==> config.mk <==
export PLATFORM = sky130hd
export DESIGN_NAME = library_load_flat
export DESIGN_NICKNAME = d
export VERILOG_FILES = /design/src/rtl/library_load_if.sv /design/src/rtl/library_load.sv /design/src/flat_wrapper.sv
export SDC_FILE = /design/constraint.sdc
export NUM_CORES = 1
export LEC_CHECK = 0
export CORE_ASPECT_RATIO = 1.2
export CORE_UTILIZATION = 48
export CTS_CLUSTER_DIAMETER = 120
export DETAILED_ROUTE_END_ITERATION = 7
export PLACE_DENSITY = 0.78
export SYNTH_ARGS = -nofsm -noshare
export SYNTH_HDL_FRONTEND = slang
export SYNTH_SLANG_ARGS = --single-unit
==> constraint.sdc <==
create_clock -name i_clk -period 2.1 [get_ports i_clk]
set_input_delay 0.525 -clock i_clk [delete_from_list [all_inputs] [get_ports i_clk]]
set_output_delay 0.525 -clock i_clk [all_outputs]
set_load 0.005 [all_outputs]
==> src/rtl/library_load_if.sv <==
// Request, memory-read and point-stream signals of library_load.
// slave: the loader. master: the controller/memory/consumer side.
interface library_load_if;
    logic        i_start;
    logic [4:0]  i_slot;
    logic [10:0] i_len;
    logic        o_rd;
    logic [19:0] o_addr;
    logic [9:0]  i_rdata;
    logic [4:0]  o_x;
    logic [4:0]  o_y;
    logic        o_valid;
    logic        i_ready;
    logic        o_busy;
    logic        o_done;
    logic        o_err;

    modport slave (
        input  i_start, i_slot, i_len, i_rdata, i_ready,
        output o_rd, o_addr, o_x, o_y, o_valid, o_busy, o_done, o_err
    );

    modport master (
        output i_start, i_slot, i_len, i_rdata, i_ready,
        input  o_rd, o_addr, o_x, o_y, o_valid, o_busy, o_done, o_err
    );
endinterface

==> src/rtl/library_load.sv <==
// Reads back one slot of points from a fixed-latency memory and streams
// them out in index order through a small credit-protected FIFO.
// Ports: i_clk, i_rst (sync, active-high); bus (library_load_if.slave):
//   i_start/i_slot/i_len request, o_rd/o_addr/i_rdata memory read,
//   o_x/o_y/o_valid/i_ready point stream, o_busy/o_done/o_err status.
// Option LIBRARY_LOAD_ABORT_EN adds i_abort (stop, flush, wait RD_LAT).
module library_load #(
    parameter int RD_LAT     = 2,
    parameter int FIFO_DEPTH = 4
) (
    input  logic          i_clk,
    input  logic          i_rst,
`ifdef LIBRARY_LOAD_ABORT_EN
    input  logic          i_abort,
`endif
    library_load_if.slave bus
);
    localparam int AW = $clog2(FIFO_DEPTH);
    localparam int CW = AW + 1;
    localparam logic [4:0]  MAX_SLOT  = 5'd25;
    localparam logic [19:0] IDLE_ADDR = 20'h06C00;
    localparam logic [CW:0] DEPTH_W   = (CW + 1)'(FIFO_DEPTH);

`ifdef LIBRARY_LOAD_ABORT_EN
    typedef enum logic [1:0] {IDLE, READ, DRAIN, FLUSH} state_t;
`else
    typedef enum logic [1:0] {IDLE, READ, DRAIN} state_t;
`endif

    state_t state_q;
    state_t state_d;

    logic [4:0]        slot_q;
    logic [10:0]       len_q;
    logic [10:0]       idx_q;
    logic [RD_LAT-1:0] pipe;
    logic [9:0]        mem [FIFO_DEPTH];
    logic [AW-1:0]     wptr;
    logic [AW-1:0]     rptr;
    logic [CW-1:0]     count;
    logic [CW-1:0]     inflight;
    logic [CW:0]       used;
    logic [9:0]        head;
    logic              done_q;
    logic              err_q;
    logic              abort;
    logic              start;
    logic              start_ok;
    logic              rd;
    logic              ret;
    logic              push;
    logic              pop;
    logic              last_idx;
    logic              last_pop;

    // Reads in flight: one bit per outstanding cycle of memory latency.
    always_comb begin
        inflight = '0;
        for (int i = 0; i < RD_LAT; i++) begin
            inflight = inflight + CW'(pipe[i]);
        end
    end

`ifdef LIBRARY_LOAD_ABORT_EN
    assign abort = i_abort && (state_q == READ || state_q == DRAIN);
`else
    assign abort = 1'b0;
`endif

    assign start    = bus.i_start && (state_q == IDLE);
    assign start_ok = start && (bus.i_slot <= MAX_SLOT) && (bus.i_len != 11'd0);
    // Credit rule: never issue more reads than the FIFO can absorb.
    assign used     = {1'b0, inflight} + {1'b0, count};
    assign rd       = (state_q == READ) && !abort && (used < DEPTH_W);
    assign last_idx = (idx_q == len_q - 11'd1);
    assign ret      = pipe[RD_LAT-1];
    assign push     = ret && !abort;
    assign pop      = (count != '0) && bus.i_ready;
    assign head     = mem[rptr];
    // Last point leaves when nothing else is buffered or still returning.
    assign last_pop = (state_q == DRAIN) && pop && !abort
                   && (count == CW'(1)) && (inflight == '0);

    always_ff @(posedge i_clk) begin
        if (i_rst) begin
            state_q <= IDLE;
        end else begin
            state_q <= state_d;
        end
    end

`ifdef LIBRARY_LOAD_ABORT_EN
    logic [1:0] flush_cnt;

    always_ff @(posedge i_clk) begin
        if (i_rst || abort) begin
            flush_cnt <= 2'd0;
        end else if (state_q == FLUSH) begin
            flush_cnt <= flush_cnt + 2'd1;
        end
    end
`endif

    always_comb begin
        state_d = state_q;
        unique case (state_q)
            IDLE: begin
                if (start_ok) state_d = READ;
            end
            READ: begin
                if (rd && last_idx) state_d = DRAIN;
`ifdef LIBRARY_LOAD_ABORT_EN
                if (abort) state_d = FLUSH;
`endif
            end
            DRAIN: begin
                if (last_pop) state_d = IDLE;
`ifdef LIBRARY_LOAD_ABORT_EN
                if (abort) state_d = FLUSH;
`endif
            end
`ifdef LIBRARY_LOAD_ABORT_EN
            FLUSH: begin
                if (flush_cnt == 2'(RD_LAT - 1)) state_d = IDLE;
            end
`endif
            default: state_d = IDLE;
        endcase
    end

    always_ff @(posedge i_clk) begin
        if (i_rst) begin
            slot_q <= '0;
            len_q  <= '0;
            idx_q  <= '0;
            pipe   <= '0;
            wptr   <= '0;
            rptr   <= '0;
            count  <= '0;
            done_q <= 1'b0;
            err_q  <= 1'b0;
        end else begin
            done_q <= 1'b0;
            err_q  <= 1'b0;
            if (start) begin
                if (bus.i_slot > MAX_SLOT) begin
                    err_q <= 1'b1;
                end else if (bus.i_len == 11'd0) begin
                    done_q <= 1'b1;
                end else begin
                    slot_q <= bus.i_slot;
                    len_q  <= bus.i_len;
                    idx_q  <= '0;
                end
            end
            if (rd) idx_q <= idx_q + 11'd1;
            // Abort forgets every outstanding read so late data is dropped.
            if (abort) begin
                pipe <= '0;
            end else begin
                pipe[0] <= rd;
                for (int i = 1; i < RD_LAT; i++) begin
                    pipe[i] <= pipe[i-1];
                end
            end
            if (abort) begin
                wptr  <= '0;
                rptr  <= '0;
                count <= '0;
            end else begin
                if (push) wptr <= wptr + AW'(1);
                if (pop)  rptr <= rptr + AW'(1);
                count <= count + CW'(push) - CW'(pop);
            end
        end
    end

    always_ff @(posedge i_clk) begin
        if (push) mem[wptr] <= bus.i_rdata;
    end

    assign bus.o_rd    = rd;
    assign bus.o_addr  = rd ? {4'b0, slot_q, idx_q} : IDLE_ADDR;
    assign bus.o_valid = (count != '0);
    assign bus.o_x     = bus.o_valid ? head[9:5] : 5'd0;
    assign bus.o_y     = bus.o_valid ? head[4:0] : 5'd0;
    assign bus.o_busy  = (state_q != IDLE);
    assign bus.o_done  = done_q || last_pop;
    assign bus.o_err   = err_q;
endmodule

==> src/flat_wrapper.sv <==
// flat-port wrapper written by rule: the top's interface ports become plain ports
module library_load_flat 
#(
    parameter int RD_LAT     = 2,
    parameter int FIFO_DEPTH = 4
)
  (i_clk, i_rst, bus_i_start, bus_i_slot, bus_i_len, bus_i_rdata, bus_i_ready, bus_o_rd, bus_o_addr, bus_o_x, bus_o_y, bus_o_valid, bus_o_busy, bus_o_done, bus_o_err);
  library_load_if bus_i ();
  input  logic i_clk;
  input  logic i_rst;
  input wire logic [$bits(bus_i.i_start)-1:0] bus_i_start;
  input wire logic [$bits(bus_i.i_slot)-1:0] bus_i_slot;
  input wire logic [$bits(bus_i.i_len)-1:0] bus_i_len;
  input wire logic [$bits(bus_i.i_rdata)-1:0] bus_i_rdata;
  input wire logic [$bits(bus_i.i_ready)-1:0] bus_i_ready;
  output wire logic [$bits(bus_i.o_rd)-1:0] bus_o_rd;
  output wire logic [$bits(bus_i.o_addr)-1:0] bus_o_addr;
  output wire logic [$bits(bus_i.o_x)-1:0] bus_o_x;
  output wire logic [$bits(bus_i.o_y)-1:0] bus_o_y;
  output wire logic [$bits(bus_i.o_valid)-1:0] bus_o_valid;
  output wire logic [$bits(bus_i.o_busy)-1:0] bus_o_busy;
  output wire logic [$bits(bus_i.o_done)-1:0] bus_o_done;
  output wire logic [$bits(bus_i.o_err)-1:0] bus_o_err;
  assign bus_i.i_start = bus_i_start;
  assign bus_i.i_slot = bus_i_slot;
  assign bus_i.i_len = bus_i_len;
  assign bus_i.i_rdata = bus_i_rdata;
  assign bus_i.i_ready = bus_i_ready;
  assign bus_o_rd = bus_i.o_rd;
  assign bus_o_addr = bus_i.o_addr;
  assign bus_o_x = bus_i.o_x;
  assign bus_o_y = bus_i.o_y;
  assign bus_o_valid = bus_i.o_valid;
  assign bus_o_busy = bus_i.o_busy;
  assign bus_o_done = bus_i.o_done;
  assign bus_o_err = bus_i.o_err;
  library_load #(.RD_LAT(RD_LAT), .FIFO_DEPTH(FIFO_DEPTH)) u_core (.i_clk(i_clk), .i_rst(i_rst), .bus(bus_i));
endmodule
==> impl_metrics.toml <==
[outcome]
status = "finished, violations left"
violations = "design-rule violations, negative setup slack"

[sta]
timing.final.crit_share = 1.20
rsz0062_at_grt = "yes"
fmax_mhz = 398
tightest_slew_ns = 0.533
fin_ws_ns = -0.413
period_minus_slack_ns = 2.51
slew_violations = 0
hold_slack_ns = 0.463
slew_headroom = 0.645
fin_skew_ns = 0.0116
fin_setup_tns_ns = -6.33
finalHoldViolations = 0
setup_viol = 30

[die]
die_x_um = 83.9
dieArea_um2 = 8420
coreArea_um2 = 7750
die_h_um = 100
ioPinCount = 65
initial_core_util = 0.499
rows = 35

[worst_setup_path]
crit_slowest_cell = "dfxtp_4"
crit_chain = "ha_4 > ha_4 > nand3_4 > nand3_4 > inv_4 > buf_12 > buf_8 > buf_6 > and2_4 > buf_6"
cp_max_fo = 5
startpoint_type = "flop"
path_buf_inv = 5
arrival_ns = 1.99
r2r_end = "u_core.state_q[0]"
setup.worst_path.class = "flop to output pin"
cp-end-kind = "output pin"
crit_required_ns = 1.57
slowest_delay_ns = 0.37
cp_top_family = "buffers and inverters"
reg2reg_from = "u_core.len_q[1]"
ff2ff_setup_slack_ns = -0.18
r2r_cells = 7

[routing]
viasPerCell = 5.46
via_count = 3108
first_pass_iters = 7
drt_iter0_markers = 135
drc = 8
wl_per_cell_um = 16.3
wirelength_mm = 9.27
final_antenna_net_count = 0

[place]
placed_area_um2 = 4960
placed_cells = 537
place_congestion = 0.837
portBuffers = 60
hpwlAfterDp_mm = 6.01

[clock_network]
cts.reportedPaths.clkPinSlew_ns = 0.09
htree_levels = 3
clkLatencyLatePin_ns = 0.36
cts_hold_buf = 0
cts_tree = "built"
cts_sinks = 82
cts_inserted_buffers = 9
clock_path_buffers = 2
clockRootBuffer = "clkbuf_8"

[synth]
async_flop_share = 0
synth_area_leaders = "edfxtp_1 31%, dfxtp_1 22%, mux4_2 5.8%, and2_1 4.4%, nand2_1 3.9%"
syn_area_per_cell_um2 = 10.8
ys_seq_area_frac = 0.528
yosys_warnings = 0
yosysTopAreaCellShare = 0.311
netlist_area_um2 = 3870
synth.distinct_cells = 53
synth_edf_count = 40
ys.flop_type = "dfxtp_1"
synthCells = 357
yosysTopAreaCell = "edfxtp_1"
synth-seq-cells = 82

[min_path]
hp-class = "flop to flop"
hold_path_depth = 2
worstHoldStart = "u_core.slot_q[0]"
worstHoldEndpoint = "u_core.slot_q[0]"

[finish]
fin_area_um2 = 5510
drive_gt1_frac = 0.367
syn2layout_area_growth_pct = 42.5
final_core_util = 0.711
n_antenna_cell = 0
final_nets = 514
layoutNonFillerInstCount = 569

[grt]
grt_pass1_wl_mm = 15.4
grt_max_degree = 30
grt_util_all_layers = 0.239
antenna_found_initial = 0
first_global_vias = 3211
grt-ovfl-total = 0

[run]
maxCapViolCount = 0

[power]
power.density_nw_per_um2 = 838
p_leak_nw = 2.12
peakVddDrop_mv = 0.525
worst register-to-register path, cell delays in order, from the launching register on:
cell and delay, ns:
dfxtp_2 0.34, inv_2 0.08, ha_4 0.14, or4b_4 0.47, o41ai_2 0.23, nand4_1 0.13
or4_4 0.46, o41a_1 0.32
cell type report:
cell class | count | area [um2]
fill | 539 | 2240
sequential | 82 | 2060
multi-input combinational | 242 | 1880
timing repair buffer | 127 | 1220
clock buffer | 9 | 124
tap | 92 | 115
clock inverter | 7 | 71.3
inverter | 10 | 42.5
metrics by stage:
step                worst slack, ns  total power, mW
floorplan                    -0.145             2.54
CTS                          -0.384             4.67
finish                       -0.413             4.62
detailed placement           -0.298             3.18
global placement             -0.251             3.14
global route                 -0.465             4.85
repair_timing:
action | 4_1_cts | 5_1_grt
buffers inserted | 14 | 2
setup endpoints to repair | 32 | 39
gates resized for setup | 139 | 41
cloned | 3 | 0
pin swaps | 22 | 11
metal layers:
layer | global-route usage | share of wire | up-vias
met5 | 0 | 0 | -
met2 | 0.443 | 0.54 | 104
met4 | 0.125 | 0.022 | 0
met3 | 0.0436 | 0.048 | 17
met1 | 0.262 | 0.39 | 1492
li1 | - | - | 1495
cells in the mapped netlist (9+ instances only):
cell       n
nor2_1    22
nand3_1   10
dfxtp_1   42
inv_1      9
ha_1      11
and2_1    27
nand2_1   40
mux4_2    10
a21oi_1   26
edfxtp_1  40
xor2_1    11
clkbuf_1  17
worst max path at each step:
stage	startpoint	endpoint	slack, ns	cells past startpoint
after global routing	u_core.pipe[1]	bus_o_addr[5]	-0.46	10
after global placement	bus_i_ready	u_core.count[2]	-0.25	10
after CTS	u_core.pipe[1]	bus_o_addr[5]	-0.38	10
after detailed placement	bus_i_ready	u_core.count[2]	-0.30	10
after floorplan	u_core.len_q[1]	u_core.state_q[0]	-0.15	8
final	u_core.pipe[0]	bus_o_addr[5]	-0.41	10
power by group:
group	leakage, nW	total [mW]	switching, mW	internal (mW)
clock network	0.0995	1.12	0.651	0.464
logic	1.32	1.67	0.653	1.02
registers	0.706	1.83	0.0659	1.77
kinds of logic after synthesis:
kind of cell	share of synthesized area
flops	0.528
fa+ha+maj	0.0408
other cells	0.000970
mux	0.0634
xor+xnor	0.0408
simple gates	0.188
buf+inv	0.0434
compound gates	0.0948
state kept, by name, summed over array words and instances (netlist names), named ones only:
register,count
u_core.rptr,2
u_core.pipe,2
u_core.count,3
u_core.state_q,2
u_core.done_q,1
u_core.idx_q,11
u_core.mem,40
u_core.wptr,2
u_core.bus.o_err,1
u_core.slot_q,5
u_core.len_q,11
cell usage in the layout (no fill, tap or decap), drive strengths merged, types with 7 or more instances in the layout:
cell	n
ha	11
mux4	10
xor2	11
nand3	10
clkbuf	12
dfxtp	42
inv	14
xnor2	7
and2	28
buf	91
nand2	40
edfxtp	40
clkdlybuf4s50	31
a21oi	26
nor2	22
o21ai	7
(Power assumes the default switching activity.)
==> edit (config.mk and constraints unchanged) <==
Change the localparam `MAX_SLOT` from 5'd25 to 5'd12.
--- a/src/rtl/library_load.sv
+++ b/src/rtl/library_load.sv
@@ -17,7 +17,7 @@
 );
     localparam int AW = $clog2(FIFO_DEPTH);
     localparam int CW = AW + 1;
-    localparam logic [4:0]  MAX_SLOT  = 5'd25;
+    localparam logic [4:0]  MAX_SLOT  = 5'd12;
     localparam logic [19:0] IDLE_ADDR = 20'h06C00;
     localparam logic [CW:0] DEPTH_W   = (CW + 1)'(FIFO_DEPTH);
 
Formal check against the unedited RTL: not equivalent (Yosys sat finds a counterexample within 4 cycles, from zero or initial values and one cycle with i_rst high).
==> edit against the original RTL <==
The run ends with setup timing left. Synthesized cell count shrank 2.5%. Hold slack got worse by 5.4 ps. Sequential cell count stayed put. First-iteration DRC count rose by 24%. Largest cell class unchanged. Area after synthesis down 0.45%. Total power grew 5.2%. Setup slack worse by 31 ps. Sequential share of layout area down 0.42 points. Die area down 0.44%. Design area is 0.95% higher. Via count down 0.68%. Wire length up 3.4%.
==> edit: results (changes against the original RTL) <==
Status
  – Status: finished, violations left
  – Failing checks: setup timing

Detailed routing
  – Post-DR wirelength/cell: 16.91 um (+3.8%)
  – Met2 wire len: 5292 um (+6.1%)
  – Wl on met1: 3718 um (+2.2%)
  – DR pass1 iterations: 5 (-2)
  – Iteration-0 DRC Markers: 168 (+24%)
  – Total Wirelength: 9589 um (+3.4%)
  – Metal3 WL: 449 um (+1.8%)

Logic synthesis
  – Compound-cell area share of the yosys netlist: 7.315% (-2.2 points)
  – Unique cell type count in the Yosys netlist: 54 (+1.9%)
  – Commonest cells in the netlist: dfxtp_1 (42), edfxtp_1 (40), nand2_1 (31), and2_1 (28), a21oi_1 (26)
  – Cells after Synth: 348 (-2.5%)
  – Mux contribution to synthesized area: 6.632% (+0.29 points)
  – Top area cells in the synthesized netlist: edfxtp_1 (31%), dfxtp_1 (22%), mux4_2 (5.9%)
  – XOR/XNOR Fraction of Synth Area: 4.681% (+0.60 points)
  – Sequential area share after synthesis: 53.06% (+0.24 points)

Pwr
  – Worst VDD drop: 0.8015 mV (+53%)
  – Leakage power: 0.002166 uW (+2.0%)
  – Flop pwr share: 37.8% (-1.9 points)

Setup path
  – Crit Path Max Fanout: 4 (-1)
  – CP startpoint: u_core.pipe[1]
  – Critical Path Slowest Stage Cell: dfxtp_2
  – CP endpoint: bus_o_addr[8]
  – R2R depth: 11 (+4)
  – Worst reg2reg path endpoint: u_core.count[2]
  – Crit path max-delay family: simple AND/OR/NAND/NOR gates

GRT
  – Global Route met1 Usage: 25.09% (-1.1 points)
  – GRT Util Overall: 22.36% (-1.6 points)
  – Number of global-route vias before repair: 3047 (-5.1%)
  – GR Util met3: 5.181% (+0.82 points)
  – First-pass GRT wire length: 14560 um (-5.2%)
  – Largest net degree at the start of global routing: 20 (-33%)

Timing
  – Setup TNS: -7832 ps (-1499 ps)
  – Slew HR: 62.10% (-2.4 points)
  – Worst Skew: 6.792 ps (-4.758 ps)
  – Min Hold Slack: 457.3 ps (-5.355 ps)
  – Final setup violation count: 33 (+10%)
  – Final worst slack: -444.4 ps (-31.48 ps)

Clock tree
  – Resized cells post-CTS: 147 (+5.8%)
  – Post-CTS Setup Repair Bufs: 7 (-7)

Placement
  – DP Cell Count: 525 (-2.2%)
  – DP Wirelength: 6106 um (+1.6%)
  – RePlAce Congestion: 0.8249 (-1.4%)
  – Placed inst area: 4871 um^2 (-1.9%)

Cells and area
  – Layout net count: 512 (-0.39%)
  – Layout cells sized above 1: 38.32% (+1.6 points)
  – Fill cell count: 513 (-4.8%)

Worst hold path
  – Hold_sp: u_core.slot_q[1]
  – Worst Hold Endpoint: u_core.slot_q[1]
edit: cell count changes in the layout (fill, tap and decap cells not counted), moves of 4 or more:
| cell | before | now |
|---|---|---|
| and2_4 | 13 | 17 |
| inv_1 | 4 | 8 |
| nand2_1 | 40 | 31 |
| o21ai_0 | 6 | 2 |
| or3_1 | 5 | 1 |
| xor2_1 | 11 | 7 |
edit: area by class of cell:
class	count	area, um^2	area share [%]
Sequential cell	82	2056	36.95
Multi-Input combinational cell	237	1886	33.90
Tap cell	92	115.1	2.069
Timing Repair Buffer	127	1220	21.93
Timing Repair inverter	1	8.758	0.1574
Inverter	12	60.06	1.080
Clock inverter	6	90.09	1.619
Clock buffer	10	127.6	2.294
edit: through the flow:
| stage | power, uW | setup WS (ps) |
|---|---|---|
| finish | 4860 | -444.4 |
| floorplan | 2502 | 1.669 |
| global placement | 3064 | -429.5 |
| global route | 5090 | -515.8 |
| CTS | 4446 | -430.4 |
| detailed placement | 3108 | -436.8 |
